<file path="src/rtl/ll_monitor_pkg.sv">
// Shared CPU definitions for the LL/SC reservation monitor.
package ll_monitor_pkg;

    // Global issue width of the memory stage.
    localparam int unsigned CPU_ISSUE_NUM = 2;

    // Per-lane memory operation class seen by the reservation monitor.
    typedef enum logic [1:0] {
        LLSC_NONE = 2'd0,
        LLSC_LL   = 2'd1,
        LLSC_SC   = 2'd2,
        LLSC_ST   = 2'd3
    } llsc_op_t;

    // Reservation FSM state.
    typedef enum logic {
        LL_IDLE     = 1'b0,
        LL_RESERVED = 1'b1
    } ll_state_t;

endpackage

</file>
<file path="src/rtl/ll_monitor_lane_eval.sv">
// Combinational evaluation of one memory lane against the reservation
// state left by older lanes in the same cycle.
import ll_monitor_pkg::*;

module llsc_lane_eval #(
    parameter int unsigned ADDR_WIDTH        = 32,
    parameter int unsigned GRANULE_BITS      = 4,
    parameter bit          CLEAR_ON_LOCAL_ST = 1'b0
) (
    input  logic                  valid_in,
    input  logic [ADDR_WIDTH-1:0] addr_in,
    input  logic                  ll_in,
    input  llsc_op_t              op,
    input  logic [ADDR_WIDTH-1:0] addr,
    output logic                  valid_out,
    output logic [ADDR_WIDTH-1:0] addr_out,
    output logic                  ll_out,
    output logic                  sc_success
);

    localparam logic [ADDR_WIDTH-1:0] GRAN_MASK = {ADDR_WIDTH{1'b1}} << GRANULE_BITS;

    logic [ADDR_WIDTH-1:0] gaddr;
    logic                  match;

    assign gaddr = addr & GRAN_MASK;
    assign match = (gaddr == addr_in);

    // Apply this lane's op to the incoming reservation state.
    always_comb begin
        valid_out  = valid_in;
        addr_out   = addr_in;
        ll_out     = ll_in;
        sc_success = 1'b0;
        unique case (op)
            LLSC_LL: begin
                valid_out = 1'b1;
                addr_out  = gaddr;
                ll_out    = 1'b1;
            end
            LLSC_SC: begin
                sc_success = valid_in && match;
                valid_out  = 1'b0;
            end
            LLSC_ST: begin
                if (CLEAR_ON_LOCAL_ST && match) valid_out = 1'b0;
            end
            default: ;
        endcase
    end

endmodule

</file>
<file path="src/rtl/ll_monitor.sv">
// LL/SC reservation monitor: one reservation shared by all memory lanes,
// cleared by SC, snoops, exceptions, optional local stores and timeout.
import ll_monitor_pkg::*;

module ll_monitor #(
    parameter int unsigned ISSUE_NUM         = CPU_ISSUE_NUM,
    parameter int unsigned ADDR_WIDTH        = 32,
    parameter int unsigned GRANULE_BITS      = 4,
    parameter int unsigned TIMEOUT           = 0,
    parameter bit          CLEAR_ON_LOCAL_ST = 1'b0
) (
    input  logic                                 clk,
    input  logic                                 rst_n,
    input  logic                                 except_valid,
    input  llsc_op_t [ISSUE_NUM-1:0]             lane_op,
    input  logic [ISSUE_NUM-1:0][ADDR_WIDTH-1:0] lane_addr,
    input  logic                                 snoop_valid,
    input  logic [ADDR_WIDTH-1:0]                snoop_addr,
    output logic [ISSUE_NUM-1:0]                 sc_success,
    output logic                                 link_valid,
    output logic [ADDR_WIDTH-1:0]                link_addr
);

    localparam int unsigned AGE_W = (TIMEOUT > 0) ? $clog2(TIMEOUT + 1) : 1;
    localparam logic [AGE_W-1:0] AGE_LAST = AGE_W'((TIMEOUT > 0) ? TIMEOUT - 1 : 0);
    localparam logic [AGE_W-1:0] AGE_MAX  = AGE_W'(TIMEOUT);
    localparam logic [ADDR_WIDTH-1:0] GRAN_MASK = {ADDR_WIDTH{1'b1}} << GRANULE_BITS;

    ll_state_t             state;
    logic [ADDR_WIDTH-1:0] addr_q;
    logic [AGE_W-1:0]      age_q;

    logic                  valid_c [0:ISSUE_NUM];
    logic [ADDR_WIDTH-1:0] addr_c  [0:ISSUE_NUM];
    logic                  ll_c    [0:ISSUE_NUM];
    logic [ISSUE_NUM-1:0]  sc_raw;

    logic                  valid_d;
    logic                  snoop_hit;
    logic                  expire;

    assign valid_c[0] = (state == LL_RESERVED);
    assign addr_c[0]  = addr_q;
    assign ll_c[0]    = 1'b0;

    for (genvar i = 0; i < ISSUE_NUM; i++) begin : g_lane
        llsc_lane_eval #(
            .ADDR_WIDTH       (ADDR_WIDTH),
            .GRANULE_BITS     (GRANULE_BITS),
            .CLEAR_ON_LOCAL_ST(CLEAR_ON_LOCAL_ST)
        ) u_eval (
            .valid_in  (valid_c[i]),
            .addr_in   (addr_c[i]),
            .ll_in     (ll_c[i]),
            .op        (lane_op[i]),
            .addr      (lane_addr[i]),
            .valid_out (valid_c[i+1]),
            .addr_out  (addr_c[i+1]),
            .ll_out    (ll_c[i+1]),
            .sc_success(sc_raw[i])
        );
    end

    // Snoop, timeout and exception are applied after the whole lane chain.
    always_comb begin
        snoop_hit = snoop_valid && ((snoop_addr & GRAN_MASK) == addr_c[ISSUE_NUM]);
        expire    = (TIMEOUT > 0) && (state == LL_RESERVED) &&
                    (age_q == AGE_LAST) && !ll_c[ISSUE_NUM];
        valid_d   = valid_c[ISSUE_NUM] && !snoop_hit && !expire && !except_valid;
    end

    assign link_valid = rst_n && valid_d;
    assign sc_success = (rst_n && !except_valid) ? sc_raw : '0;
    assign link_addr  = addr_q;

    // Reservation FSM with address register and saturating age counter.
    always_ff @(posedge clk or negedge rst_n) begin
        if (!rst_n) begin
            state  <= LL_IDLE;
            addr_q <= '0;
            age_q  <= '0;
        end else begin
            state <= valid_d ? LL_RESERVED : LL_IDLE;
            if (!except_valid) addr_q <= addr_c[ISSUE_NUM];
            if (!valid_d || ll_c[ISSUE_NUM]) begin
                age_q <= '0;
            end else if ((TIMEOUT > 0) && (age_q != AGE_MAX)) begin
                age_q <= age_q + 1'b1;
            end
        end
    end

endmodule

</file>
<file path="config.mk">
export PLATFORM = sky130hd
export DESIGN_NAME = ll_monitor
export DESIGN_NICKNAME = d
export VERILOG_FILES = /design/src/rtl/ll_monitor_pkg.sv /design/src/rtl/ll_monitor_lane_eval.sv /design/src/rtl/ll_monitor.sv
export SDC_FILE = /design/constraint.sdc
export NUM_CORES = 1
export LEC_CHECK = 0
export ABC_AREA = 0
export BUFFER_PORTS_ARGS = -buffer_cell sky130_fd_sc_hd__buf_2
export CAP_MARGIN = 20
export CORE_MARGIN = 1.5
export CORE_UTILIZATION = 44
export CTS_CLUSTER_SIZE = 16
export DETAILED_ROUTE_END_ITERATION = 16
export MAX_ROUTING_LAYER = met4
export PLACE_DENSITY_LB_ADDON = 0.2
export SLEW_MARGIN = 20
export SYNTH_ARGS = -nofsm -noshare
export SYNTH_HDL_FRONTEND = slang
export SYNTH_SLANG_ARGS = --single-unit
</file>
<file path="constraint.sdc">
create_clock -name clk -period 2.2 [get_ports clk]
set_clock_uncertainty 0.05 [all_clocks]
set_input_delay 0.11 -clock clk [delete_from_list [all_inputs] [get_ports clk]]
set_output_delay 0.11 -clock clk [all_outputs]
set_load 0.1 [all_outputs]
</file>
# == After elaboration in Yosys (flattened, before gate mapping) ==
# Cells that the tools add are included.
# totals
regBits,33
input_bits,104
out_inout_bits,35
wordCells,26
# op_classes
muxes,8
eq_ne,7
n_reduce_logical,9
# ops
cell,n
equality test 32 bit,3
2-to-1 mux 32 bit,2
logical AND 1 bit,7
equality test 2 x 1 -> 1 bit (second input constant),2
equality test 2 bit (second input constant),2
one-hot mux 1 bit (2 select lines),2
2-to-1 mux 1 bit,3
logical NOT 1 bit,2
2-to-1 mux 2 bit,1

# == Depth between registers and ports, before layout ==
# Gate-level depths: netlist (run 1).
# logic_depth
ltp_word,9
depth_mapped,11
ltp_nobuf,9

# == Cells and area by module ==
# Synthesis (run 1) repeated with hierarchy kept, for this count alone.
# hier_totals
hier_cells,311
area_unflattened_um2,3289.4
# modules_own_cells
mod,seq_area_each_um2,area_each_um2,cells_per_inst,instances
ll_monitor,825.8,1830.5,149,1
llsc_lane_eval,0.0,729.4,81,2

# == Least setup slack after synthesis (run 1) ==
# OpenSTA, ideal clock, no wires.
# synth_path
path_type,in2out
startpoint,input port lane_op[1] in the netlist's numbering
endpoint,output port sc_success[1]
path_buffers,2
required_time_ps,2040
arrival_time_ps,4379
slack_ps,-2339
path_stages,9
path_cell_list,inv_1 ha_1 buf_6 buf_6 mux2i_1 xor2_1 nand4_1 or4_1 nor4_1
# synth_between
elab_chain_cells,6
word_cells_on_any_way,8
classes_between,3 x eq/ne; 4 x mux; 1 x reduce/logical
# synth_lines
element,line_no,source
"start, declared",ll_monitor.sv:15,"input llsc_op_t [ISSUE_NUM-1:0] lane_op,"
equality test 2 x 1 -> 1 bit,--,
2-to-1 mux 32 bit,ll_monitor_lane_eval.sv:35,unique case (op)
equality test 32 bit,ll_monitor_lane_eval.sv:27,assign match = (gaddr == addr_in);
logical AND 1 bit *,ll_monitor_lane_eval.sv:42,sc_success = valid_in && match;
2-to-1 mux 1 bit *,ll_monitor_lane_eval.sv:35,
2-to-1 mux 2 bit *,ll_monitor.sv:73,assign sc_success = (rst_n && !except_valid) ? sc_raw : '0;
"end, declared",ll_monitor.sv:19,"output logic [ISSUE_NUM-1:0] sc_success,"
# Every way passes the cells marked *; elsewhere a longest branch is shown, timed or not.

# == Worst setup path in the final report (run 1) ==
# layout_path
startpoint,"register addr_q[24], in the netlist link_addr[24]"
endpoint,output port link_valid
# layout_between
elab_chain_cells,8
# layout_lines
element,line_no,source
"start, declared",ll_monitor.sv:30,logic [ADDR_WIDTH-1:0] addr_q;
"start signal, assigned",ll_monitor.sv:84,if (!except_valid) addr_q <= addr_c[ISSUE_NUM];
2-to-1 mux 32 bit (2 in a row),ll_monitor_lane_eval.sv:35,
equality test 32 bit,ll_monitor.sv:66,snoop_hit = snoop_valid && ((snoop_addr & GRAN_MASK) == addr_c[ISSUE_NUM]);
logical AND 1 bit,ll_monitor.sv:66,
logical NOT 1 bit,ll_monitor.sv:69,valid_d = valid_c[ISSUE_NUM] && !snoop_hit && !expire && !except_valid;
logical AND 1 bit (2 in a row),ll_monitor.sv:69,
logical AND 1 bit,ll_monitor.sv:72,assign link_valid = rst_n && valid_d;
"end, declared",ll_monitor.sv:20,"output logic link_valid,"
# Every way passes these cells.

==> reports/metrics.yaml, run 1 <==
outcome:
  status: "complete, but fails checks"
  violations: "setup timing"
clock_network:
  clock-sinks: 33
  clock_latency_ps: 290
  cts_tree: "built"
  numCtsBuffers: 5
  path_clk_slew_ps: 80
  htreeDepth: 2
  root_buffer: "clkbuf_8"
  clockBufferDepth: 2
logic_synthesis:
  synth_flop_cell: "dfrtp_1"
  yosys.area.top_type: "dfrtp_1"
  synth_edf_count: 0
  synth_warnings: 0
  synth_top_family_by_area: "compound AO/OA/AOI/OAI gates"
  synth_area_leaders: "dfrtp_1, xnor2_1, xor2_1"
  synthCells: 446
  synthAdderAreaFrac_pct: 1.39
  synth-simple-area-share_pct: 14.6
  synthTopCellsByCount: "xnor2_1, a21oi_1, o21ai_0"
  async_reset_ff_share_pct: 100
  synth.net_count: 554
  synth_area_mm2: 0.00361
  synthDistinctLibCells: 45
  syn_avg_cell_area_um2: 8.10
  synth_top_area_share_pct: 22.9
  synth-seq-area-share_pct: 22.9
  muxShareOfSynthArea_pct: 6.62
  synth_compound_area_share_pct: 23.2
  synth_seq_cells: 33
  synth_xor_xnor_area_share_pct: 18.4
  yosysMostFrequentCell: "xnor2_1"
drt:
  route.detailed.wl_per_inst_um: 18.7
  vias: 4025
  drc: 0
  dr.pass1.iters: 5
  via_per_inst: 5.63
  drtAntennaViolNets: 0
  drt_iter0_drc: 207
  totalWireLength_um: 13400
floorplan:
  die_y_um: 93.6
  dieWidth_um: 93.6
  core-area_mm2: 0.00785
  rows: 32
  ios: 139
  dieArea_mm2: 0.00876
  start_util_pct: 46.0
sta:
  slew_headroom_pct: 38.0
  drv_slew: 0
  hold_viol: 0
  period_share_pct: 113
  layout_min_cycle_time_ps: 2480
  fmaxAchievable_mhz: 403
  setup_ws_ps: -284
  tightest_slew_ps: 926
  rsz0062_at_grt: "true"
  hold_ws_ps: 18.8
  setup_violations: 3
grt:
  grt.overflow.total: 0
  grt_max_degree: 34
  grt_pass1_vias: 3922
  grt_usage_pct: 31.4
  antenna_found_initial: 0
  grt_pass1_wl_um: 20300
setup_path:
  path_buf_inv: 1
  path_class: "flip-flop to primary output"
  cp.arrival_ps: 2320
  critPathMaxFanout: 2
  crit_family: "simple AND/OR/NAND/NOR gates"
  cp-start-kind: "flip-flop"
  crit_required_ps: 2040
  reg2reg_slack_ps: 70
  cp-end-kind: "primary output"
  path_cells: "mux2i_4 > xor2_1 > nand3_1 > a2111o_1 > nor4_2 > and4_4 > a211oi_4 > buf_12"
  slowest_stage: "a2111o_1"
  cpPeakStageDelay_ps: 440
final_layout:
  num_antenna_cells: 0
  drive_gt1_share_pct: 43.7
  seq_area_um2: 827
  final_nets: 720
  fillers: 689
  synthToLayoutAreaGrowth_pct: 47.5
  multi_input_area_mm2: 0.00268
  instances_no_fill: 715
power_and_ir_drop:
  leakage_nw: 2.42
  power.density_mw_per_mm2: 738
  peakVddDrop_mv: 0.366
  total_power_mw: 3.93
worst_hold_path:
  hold_path.class: "input pin to flip-flop"
placed_design:
  gp_congestion: 0.968
  port-buffer-count: 126
  placed_cells: 696
  post-place-ws_ps: -496
  hpwl_um: 10500
flow_run:
  drv_cap: 0
==> state kept, by name, indices dropped and copies added, names as in the netlist <==
name       flops
link_addr     32
state          1
==> final cells by class <==
cell class,instances,area share (%)
well taps,102,2.40
multi-input cells,331,50.2
repair buffers,214,28.1
flip-flops and latches,33,15.5
clock inverters,3,0.329
clock buffers,5,1.29
inverters,27,2.14
==> power breakdown <==
group          internal [mW]  total [mW]  switching, mW  leakage, nW
Sequential             0.715       0.820          0.105        0.392
Clock                  0.219       0.482          0.263       0.0439
Combinational          0.961        2.63           1.67         1.98
Total                   1.89        3.93           2.04         2.42
==> cell usage in the layout (no fill, tap or decap), types with 6 or more instances in the layout <==
cell type  Yosys  routed
xnor2_1       44      38
a22oi_1       26      26
xor2_1        32      31
o21ai_0       36      34
dfrtp_1       33      32
buf_2          2     122
mux2i_1       20       7
nor2_1        10      10
buf_12         0      10
buf_6          5       7
nand4_1        8       8
a21oi_1       43      38
nor4_1        17      10
nor2b_1       30      28
nor4_2         0       6
nand2_1       12      12
inv_1         26      25
mux2i_4        0      12
buf_4         32      72
o22ai_1        7       7
==> cells by family (layout without fill, tap and decap cells) <==
kind of cell / count (synthesis) / after routing
AO/OA/AOI/OAI: 135 / 135
AND/OR/NAND/NOR: 93 / 93
buffers and inverters: 82 / 249
XOR/XNOR: 76 / 76
flip-flops: 33 / 33
multiplexers: 23 / 23
adder cells (fa/ha/maj): 4 / 4
==> path summary, 6_finish.rpt <==
check                                          start                         to  depth (start not counted)
max                        link_addr[24]$_DFFE_PN0N_                 link_valid                          8
min                                    lane_addr[47]  link_addr[15]$_DFFE_PN0N_                          3
max reg2reg                link_addr[24]$_DFFE_PN0N_            state$_DFF_PN0_                          8
min reg2reg                 link_addr[1]$_DFFE_PN0N_   link_addr[1]$_DFFE_PN0N_                          1
max in group asynchronous                      rst_n   link_addr[4]$_DFFE_PN0N_                          3
min in group asynchronous                      rst_n  link_addr[18]$_DFFE_PN0N_                          3
==> worst min-delay path, stage by stage <==
cell and delay, ps:
buf_2 90, a22oi_1 60, o21ai_0 70
==> per-stage QoR <==
step | utilization [%] | setup TNS [ps] | area, µm²
after floorplan | - | -540 | 3870
after global placement | 62.4 | -1530 | 4900
after detailed placement | 62.4 | -1690 | 4900
after CTS | 67.0 | -666 | 5260
after global routing | 67.9 | -895 | 5330
final | 67.9 | -628 | 5330
==> metal layers <==
metal	GRT usage [%]	wire, µm	vias up
met4	7.21	183	0
met3	4.72	1090	17
met1	41.7	5760	1929
met2	50.8	6350	191
li1	-	-	1888
met5	-	0	-
==> what timing repair did <==
item                                    in CTS  in global routing
setup buffers                                6                  2
resized for setup                           33                 10
hold endpoints to repair                    33                  0
cloned                                       2                  0
hold buffers                                 1                  0
endpoints found under the setup margin       3                  3
pin swaps                                    8                  5
(Power assumes the default switching activity.)
==> run 2: changes to the inputs <==
clock period = 3 ns   (was 2.2 ns; I/O delays follow)
==> run 2 against run 1 <==
  * Worst setup slack better by 470 ps
  * Critical path depth rose by 4
  * Largest cell class unchanged
  * Worst hold slack improved by 37 ps
  * Sequential cell count did not move
  * Global-route usage decreased by 3.8 points
  * The run now ends clean
  * Count of clock-buffer cells in the layout increased by 2
  * Non-clock buffer count down 53
  * Critical path type is now input pin to primary output
  * Die area unchanged
==> reports/metrics.yaml, run 2 (same netlist as run 1, synthesis figures left out) <==
sta:
  tightest_slew_ps: 509  # -417 ps
  finalSetupTns_ps: 0  # +628 ps
  slew_headroom_pct: 66.0  # +28 points
  drv_slew: 0  # unchanged
  hold_viol: 0  # unchanged
  rsz0062_at_grt: "false"
  setup_violations: 0  # -3
  period_share_pct: 93.7
  fmaxAchievable_mhz: 356
  layout_min_cycle_time_ps: 2810
power_and_ir_drop:
  peakVddDrop_mv: 0.293  # -20%
  leakage_nw: 2.02  # -16%
  power.density_mw_per_mm2: 590  # -20%
  total_power_mw: 2.62  # -33%
clock_network:
  htreeDepth: 2  # unchanged
  clock-sinks: 33  # unchanged
  clock_latency_ps: 290  # about the same
  cts_tree: "built"
  numCtsBuffers: 5  # unchanged
  clockBufferDepth: 2  # unchanged
  root_buffer: "clkbuf_8"
  path_clk_slew_ps: 80  # about the same
final_layout:
  instances_no_fill: 662  # -7.4%
  largest_reg_flops: 32  # unchanged
  drive_gt1_share_pct: 31.6  # -12 points
  final_nets: 667  # -7.4%
  num_antenna_cells: 0  # unchanged
  layout_commonest_cell: "buf_2"
  synthToLayoutAreaGrowth_pct: 23.1
  most-common-layout-cells: "buf_2, xnor2_1, a21oi_1"
grt:
  grt_usage_pct: 27.7  # -3.8 points
  antenna_found_initial: 0  # unchanged
  grt_max_degree: 35  # +2.9%
  grt_pass1_vias: 3576  # -8.8%
  grt.overflow.total: 0  # unchanged
  grt_pass1_wl_um: 18200  # -10%
drt:
  vias: 3751  # -6.8%
  totalWireLength_um: 12000  # -11%
  route.detailed.wl_per_inst_um: 18.1  # -3.5%
  drc: 0  # unchanged
  drt_iter0_drc: 227  # +9.7%
  dr.pass1.iters: 5  # unchanged
  drtAntennaViolNets: 0  # unchanged
  via_per_inst: 5.67  # +0.65%
setup_path:
  cp-start-kind: "input pin"
  crit_required_ps: 2800  # +760 ps
  path_cells: "buf_2 > inv_1 > ha_4 > buf_4 > mux2i_4 > xnor2_1 > nor4_1 > a31oi_1 > nor4_1 > and4_1 > a211oi_2 > clkbuf_4"
  slowest_stage: "mux2i_4"
  cp-end-kind: "primary output"
  cp.arrival_ps: 2610  # +290 ps
  path_class: "input pin to primary output"
  cpPeakStageDelay_ps: 310  # -130 ps
  critPathMaxFanout: 11  # +9
  crit_top_cell: "nor4_1"
outcome:
  status: "finished clean"
floorplan:
  ios: 139  # unchanged
  die_y_um: 93.6  # unchanged
  dieWidth_um: 93.6  # unchanged
  dieArea_mm2: 0.00876  # unchanged
  start_util_pct: 46.0  # unchanged
  rows: 32  # unchanged
  core-area_mm2: 0.00785  # unchanged
placed_design:
  hpwl_um: 9220  # -12%
  placed_cells: 652  # -6.3%
  port-buffer-count: 126  # unchanged
  gp_congestion: 0.955  # -1.4%
flow_run:
  drv_cap: 0  # unchanged
worst_hold_path:
  hold_path.class: "input pin to flip-flop"
-- run 2: cell types whose count changed in the layout (fill, tap and decap cells not counted), sizes merged --
cell      delta
clkinv       -2
bufinv       +1
buf         -54
clkinvlp     -1
clkbuf       +3
-- run 2: worst max-delay path: cells and delay by family --
kind                       cells  cell delay (ps)
and+or+nand+nor                3              840
buffers and inverters          4              750
muxes                          1              310
adders and majority gates      1              280
AOI/OAI and AO/OA              2              190
xor gates and xnor gates       1               90
-- run 2: power by group --
| part | switching, mW | leakage (nW) | internal (mW) | total [mW] |
|---|---|---|---|---|
| combinational | 1.07 | 1.57 | 0.465 | 1.54 |
| sequential | 0.106 | 0.393 | 0.524 | 0.630 |
| clock | 0.185 | 0.0585 | 0.271 | 0.456 |
| total | 1.36 | 2.02 | 1.26 | 2.62 |
-- run 2: worst paths after layout --
check | startpoint | to | slack (ps) | cells past startpoint
setup reg to reg | link_addr[11]$_DFFE_PN0N_ | state$_DFF_PN0_ | 870 | 8
hold / removal | lane_addr[59] | link_addr[27]$_DFFE_PN0N_ | 60 | 3
hold reg to reg | link_addr[3]$_DFFE_PN0N_ | link_addr[3]$_DFFE_PN0N_ | 470 | 1
min in group asynchronous | rst_n | link_addr[10]$_DFFE_PN0N_ | 400 | 3
max in group asynchronous | rst_n | link_addr[25]$_DFFE_PN0N_ | 2180 | 3
setup / recovery | lane_op[1] | link_valid | 190 | 12
-- run 2: layout make-up --
type	instances	area, µm²
Clock buffer	7	86.3
Clock inverter	1	30.0
Fill cell	783	3400
Inverter	27	101
Multi-Input combinational cell	331	2360
Sequential cell	33	826
Tap cell	102	128
Timing Repair Buffer	161	913
-- run 2: metal layers --
| metal | routed length (µm) | vias up | track usage, % |
|---|---|---|---|
| li1 | - | 1779 | - |
| met1 | 5250 | 1789 | 36.6 |
| met2 | 5580 | 158 | 44.1 |
| met3 | 835 | 25 | 3.33 |
| met4 | 300 | 0 | 8.83 |
| met5 | 0 | - | - |
-- run 2: per-stage QoR --
| step | hold slack (ps) | util, % | worst slack [ps] | cell area [µm²] |
|---|---|---|---|---|
| 2_1_floorplan | -196 | - | -469 | 3630 |
| 3_3_place_gp | 188 | 54.6 | 6.96 | 4280 |
| 3_5_place_dp | 198 | 54.6 | -33.6 | 4280 |
| 4_1_cts | 53.4 | 56.3 | 142 | 4420 |
| 5_1_grt | 59.9 | 56.6 | 1.80 | 4450 |
| 6_report | 55.8 | 56.6 | 189 | 4450 |
-- run 2: what timing repair did --
item,4_1_cts,5_1_grt
setup buffers,0,1
resized for setup,1,3
hold endpoints to repair,33,0
hold buffers,1,0
pin swaps,0,1
setup endpoints to repair,2,2
